--- src/rtl/alloc_releaser.sv ---
// Releasing end of the local-buffer allocator: returns space strictly in allocation order and signals block drain.
// Optional: define ALLOC_FALSE_FREE_EN to carry a per-record false-free flag through to o_false_free.
module alloc_releaser #(
    parameter int N_ICFG  = 4,
    parameter int DEPTH   = 8,
    parameter int UBW     = 4,
    parameter int ICFG_BW = $clog2(N_ICFG + 1),
    parameter int PBW     = $clog2(DEPTH + 1)
) (
    input  logic               i_clk,
    input  logic               i_rst,
    input  logic               rec_rdy,
    output logic               rec_ack,
    input  logic [ICFG_BW-1:0] i_rec_id,
    input  logic [UBW-1:0]     i_rec_uses,
    input  logic               use_dval,
    input  logic               blkend_rdy,
    output logic               blkend_ack,
    output logic               free_dval,
    output logic [ICFG_BW-1:0] o_free_id,
    output logic               blkdone_dval,
`ifdef ALLOC_FALSE_FREE_EN
    input  logic               i_rec_false,
    output logic               o_false_free,
`endif
    output logic [PBW-1:0]     o_pending
);

    localparam int PTRW = $clog2(DEPTH);
    localparam logic [PBW-1:0] DEPTH_C = PBW'(DEPTH);

    logic [ICFG_BW-1:0] id_mem_q   [DEPTH];
    logic [UBW-1:0]     uses_mem_q [DEPTH];
`ifdef ALLOC_FALSE_FREE_EN
    logic               false_mem_q [DEPTH];
    logic               false_free_q, false_free_d;
`endif

    logic [PTRW-1:0]    wr_ptr_q, wr_ptr_d;
    logic [PTRW-1:0]    rd_ptr_q, rd_ptr_d;
    logic [PBW-1:0]     count_q, count_d;
    logic [UBW-1:0]     used_q, used_d;
    logic               free_dval_q, free_dval_d;
    logic [ICFG_BW-1:0] free_id_q, free_id_d;
    logic               blkdone_q, blkdone_d;

    logic               nonempty_s;
    logic [UBW-1:0]     head_uses_s;
    logic               push_s;
    logic               pop_s;

    // Handshake decode; acks depend only on registered state and the current requests.
    always_comb begin
        nonempty_s  = (count_q != '0);
        head_uses_s = uses_mem_q[rd_ptr_q];
        pop_s       = nonempty_s &&
                      ((head_uses_s == '0) || (use_dval && ((used_q + UBW'(1)) == head_uses_s)));
        rec_ack     = !i_rst && rec_rdy && (count_q < DEPTH_C) && !blkend_rdy;
        blkend_ack  = !i_rst && blkend_rdy && !nonempty_s && !pop_s;
        push_s      = rec_ack;
    end

    // Next-state: pointers, occupancy, head use count and the registered release/done pulses.
    always_comb begin
        wr_ptr_d = push_s ? (wr_ptr_q + PTRW'(1)) : wr_ptr_q;
        rd_ptr_d = pop_s  ? (rd_ptr_q + PTRW'(1)) : rd_ptr_q;
        case ({push_s, pop_s})
            2'b10:   count_d = count_q + PBW'(1);
            2'b01:   count_d = count_q - PBW'(1);
            default: count_d = count_q;
        endcase
        // A use landing on a zero-use release is intentionally dropped by the clear.
        if (pop_s) begin
            used_d = '0;
        end else if (use_dval && nonempty_s) begin
            used_d = used_q + UBW'(1);
        end else begin
            used_d = used_q;
        end
        free_dval_d = pop_s;
        free_id_d   = pop_s ? id_mem_q[rd_ptr_q] : free_id_q;
        blkdone_d   = blkend_ack;
`ifdef ALLOC_FALSE_FREE_EN
        false_free_d = pop_s ? false_mem_q[rd_ptr_q] : 1'b0;
`endif
    end

    // Control state with synchronous reset; a reset discards all records silently.
    always_ff @(posedge i_clk) begin
        if (i_rst) begin
            wr_ptr_q    <= '0;
            rd_ptr_q    <= '0;
            count_q     <= '0;
            used_q      <= '0;
            free_dval_q <= 1'b0;
            free_id_q   <= '0;
            blkdone_q   <= 1'b0;
`ifdef ALLOC_FALSE_FREE_EN
            false_free_q <= 1'b0;
`endif
        end else begin
            wr_ptr_q    <= wr_ptr_d;
            rd_ptr_q    <= rd_ptr_d;
            count_q     <= count_d;
            used_q      <= used_d;
            free_dval_q <= free_dval_d;
            free_id_q   <= free_id_d;
            blkdone_q   <= blkdone_d;
`ifdef ALLOC_FALSE_FREE_EN
            false_free_q <= false_free_d;
`endif
        end
    end

    // Record storage; contents are qualified by count so no reset is needed.
    always_ff @(posedge i_clk) begin
        if (push_s) begin
            id_mem_q[wr_ptr_q]   <= i_rec_id;
            uses_mem_q[wr_ptr_q] <= i_rec_uses;
`ifdef ALLOC_FALSE_FREE_EN
            false_mem_q[wr_ptr_q] <= i_rec_false;
`endif
        end
    end

    assign free_dval    = free_dval_q;
    assign o_free_id    = free_id_q;
    assign blkdone_dval = blkdone_q;
    assign o_pending    = count_q;
`ifdef ALLOC_FALSE_FREE_EN
    assign o_false_free = false_free_q;
`endif

endmodule

--- config.mk ---
export PLATFORM = sky130hd
export DESIGN_NAME = alloc_releaser
export DESIGN_NICKNAME = d
export VERILOG_FILES = /design/src/rtl/alloc_releaser.sv
export SDC_FILE = /design/constraint.sdc
export NUM_CORES = 1
export LEC_CHECK = 0
export ABC_AREA = 1
export BUFFER_PORTS_ARGS = -buffer_cell sky130_fd_sc_hd__buf_2
export CAP_MARGIN = 5
export CORE_ASPECT_RATIO = 1.25
export CORE_MARGIN = 10
export CORE_UTILIZATION = 59
export DETAILED_ROUTE_END_ITERATION = 6
export GPL_ROUTABILITY_DRIVEN = 0
export GPL_TIMING_DRIVEN = 0
export HOLD_SLACK_MARGIN = 0.12
export PLACE_DENSITY = 0.78
export SLEW_MARGIN = 20
export SYNTH_ARGS = -nofsm -noshare
export SYNTH_HDL_FRONTEND = slang
export SYNTH_SLANG_ARGS = --single-unit
--- constraint.sdc ---
create_clock -name i_clk -period 3.6 [get_ports i_clk]
set_input_delay 0.72 -clock i_clk [delete_from_list [all_inputs] [get_ports i_clk]]
set_output_delay 0.72 -clock i_clk [all_outputs]
set_load 0.02 [all_outputs]
==> impl_metrics.toml <==
[status]
run_status = "finished, final reports clean"

[setup_path]
reg2reg_slack_ps = 590
cp-start-kind = "register"
reg2reg_to = "o_pending[3]$_SDFFE_PP0P_"
criticalPathCategory = "register to register"
worstRegToRegCells = 21
required_ps = 3880
critPathMaxFanout = 9
crit_arrival_ps = 3290
crit_path_end_kind = "register"
crit_end = "o_pending[3]$_SDFFE_PP0P_"

[sta]
fmaxAchievable_mhz = 332
tns_ps = 0
max_slew_margin_pct = 45.6
worstMarginPinSlew_ps = 813
slew_violations = 0
period_share_pct = 83.6
setup_viol = 0
hold_violations = 0
rsz0062_at_grt = "false"
fin_crit_ps = 3010
worst_clock_skew_ps = 11.2

[layout]
area_growth_pct = 11.5
multiInputGateArea_um2 = 1020
antenna_cells = 0
nFillCells = 432
layout.nets = 382
layout-drive-gt1-share_pct = 12.7
design_area_um2 = 3740
regArea_um2 = 2120

[power]
powerDensity_nw_per_um2 = 462
p_comb_share_pct = 7.1
swShare_pct = 22.5
sequentialPowerShare_pct = 56.9
total_leakage_power_uw = 0.00160
p_sw_uw = 388
clkPwrFrac_pct = 36.0
ir_worst_vdd_v = 0.000296
p_int_uw = 1340

[placed_design]
dp_hpwl_um = 4620
io_buffers = 22
placed_area_um2 = 3540

[global_routing]
grt_overflow = 0
grt_pass1_wl_um = 10600
grtUsageMet2_pct = 25.5
grt_max_degree = 14
antenna_found_initial = 0
track_usage_pct = 14.9
grt_pass1_vias = 2311
use_met1_pct = 16.2
grt.busiest_layer = "met2"
use_met3_pct = 2.98

[cts]
clkTransAtPathRegs_ps = 80
cts_buffers = 9
clk_latency_ps = 350
cts_root_buffer = "clkbuf_8"
cts_resized = 0
post-cts-setup-buffers = 0
cts_tree = "built"
htreeDepth = 3
clock-sinks = 78
clockBufferDepth = 2
cts_hold_buf = 0

[synth]
synth_cell_types = 28
syn-num-nets = 349
synth_seq_area_share_pct = 63.3
syn_area_um2 = 3350
avgSynthCellArea_um2 = 10.1
ys_ff_latch = 78
synth.yosys.warnings = 0
syn_inst = 331

[floorplanning]
rows = 30
core_area_um2 = 5480
die-area_um2 = 9110
start_util_pct = 61.2
dieWidth_um = 87.4
ios = 23
die_h_um = 104

[route]
ant_nets = 0
via_count = 2330
vias_per_cell = 5.38
first_pass_iters = 4
first_iter_violations = 132
wirelength_um = 6590
drc = 0
wl_per_cell_um = 15.2

[hold_path]
hold_class = "register to register"

[flow_run]
maxCapViolCount = 0
==> state kept, by name, summed over array words and instances, names as in the netlist, named ones only <==
name and cells:
blkdone_dval 1, free_dval 1, id_mem_q 24, o_free_id 3, o_pending 4, rd_ptr_q 3, used_q 4, uses_mem_q 32
wr_ptr_q 3
==> routing by layer <==
layer,wire (um),vias up,share of wire (%)
li1,-,1177,-
met1,2620,1091,40
met2,3510,51,53
met3,327,11,5.0
met4,138,0,2.1
met5,0,-,0
==> kinds of logic after synthesis <==
| family | share of synthesized area [%] |
|---|---|
| compound gates | 6.38 |
| xor+xnor | 1.83 |
| fa+ha+maj | 2.24 |
| buf+inv | 6.23 |
| flops | 63.3 |
| mux | 0.299 |
| simple gates | 19.7 |
==> worst max-delay path, stage by stage, from the launching register on <==
cell and delay, ps:
dfxtp_1 300, buf_2 170, inv_1 270, nand3_1 130, nand3_1 140, nand2_1 100, nand2_1 70, nand2_1 40
nor2_1 130, nand3_2 100, nand2_4 120, nand2_4 110, inv_1 100, ha_1 260, xor2_1 240, nand3_1 90
and2_1 140, inv_1 60, a21oi_1 50, o21ai_0 90, o21ai_0 100, a21oi_1 120
==> cells in the final DEF, fill, tap and decap left out, types with 7 or more instances in the layout <==
cell type  synthesis  final
dfxtp_1           22     22
nor2_1            36     36
nand3_1           27     27
nand2_1           70     70
buf_2              2     24
inv_1             41     41
clkbuf_8           0     11
a21oi_1           14     14
edfxtp_1          56     56
o21ai_0           18     18
nand4_1            7      7
==> through the flow <==
| step | setup slack [ps] | instances | power (uW) | util (%) | hold slack (ps) |
|---|---|---|---|---|---|
| 2_1_floorplan | 1090 | 331 | 1080 | - | 457 |
| 3_3_place_gp | 702 | 417 | 1120 | 64.6 | 454 |
| 3_5_place_dp | 646 | 417 | 1130 | 64.6 | 455 |
| 4_1_cts | 615 | 433 | 1740 | 68.2 | 466 |
| 5_1_grt | 224 | 433 | 1790 | 68.2 | 499 |
| 6_report | 589 | 433 | 1730 | 68.2 | 461 |
==> cell usage after synthesis, drive strengths merged <==
master / n / area (um^2)
nand2: 73 / 297
edfxtp: 56 / 1680
inv: 42 / 158
nor2: 36 / 135
nand3: 29 / 155
dfxtp: 22 / 440
o21ai: 19 / 95.1
a21oi: 14 / 70.1
nand4: 7 / 43.8
ha: 6 / 75.1
xor2: 6 / 52.6
buf: 5 / 40.0
a32o: 3 / 30.0
o22ai: 3 / 18.8
clkbuf: 2 / 7.51
nor3: 2 / 10.0
and2: 1 / 6.26
clkinv: 1 / 3.75
mux2i: 1 / 10.0
nand3b: 1 / 7.51
nor4: 1 / 6.26
xnor2: 1 / 8.76
==> worst min path at each step <==
stage                                      to  depth (start not counted)  slack (ps)                      start
floorplan            wr_ptr_q[0]$_SDFFE_PP0P_                          2         460   wr_ptr_q[0]$_SDFFE_PP0P_
global placement    o_free_id[0]$_SDFFE_PP0P_                          2         450  o_free_id[0]$_SDFFE_PP0P_
detailed placement  o_free_id[1]$_SDFFE_PP0P_                          2         460  o_free_id[1]$_SDFFE_PP0P_
CTS                 o_free_id[1]$_SDFFE_PP0P_                          2         470  o_free_id[1]$_SDFFE_PP0P_
global route        o_free_id[0]$_SDFFE_PP0P_                          2         500  o_free_id[0]$_SDFFE_PP0P_
finish              o_free_id[1]$_SDFFE_PP0P_                          2         460  o_free_id[1]$_SDFFE_PP0P_
==> power by group through the flow <==
stage / combinational, uW / sequential, uW / clock [uW]
finish: 122 / 983 / 622
global route: 136 / 985 / 673
CTS: 122 / 983 / 630
detailed placement: 121 / 1000 / 0
global placement: 117 / 1000 / 0
floorplan: 75.2 / 1010 / 0
==> final cells by class <==
type                       instances  area share [%]
sequential                        78            56.8
clock inverter                     3           0.402
inverter                          43            4.32
buffer                             7            1.27
multi-input combinational        203            27.3
tap                               64            2.14
clock buffer                      13            4.82
timing repair buffer              22            2.95
(Power assumes the default switching activity.)
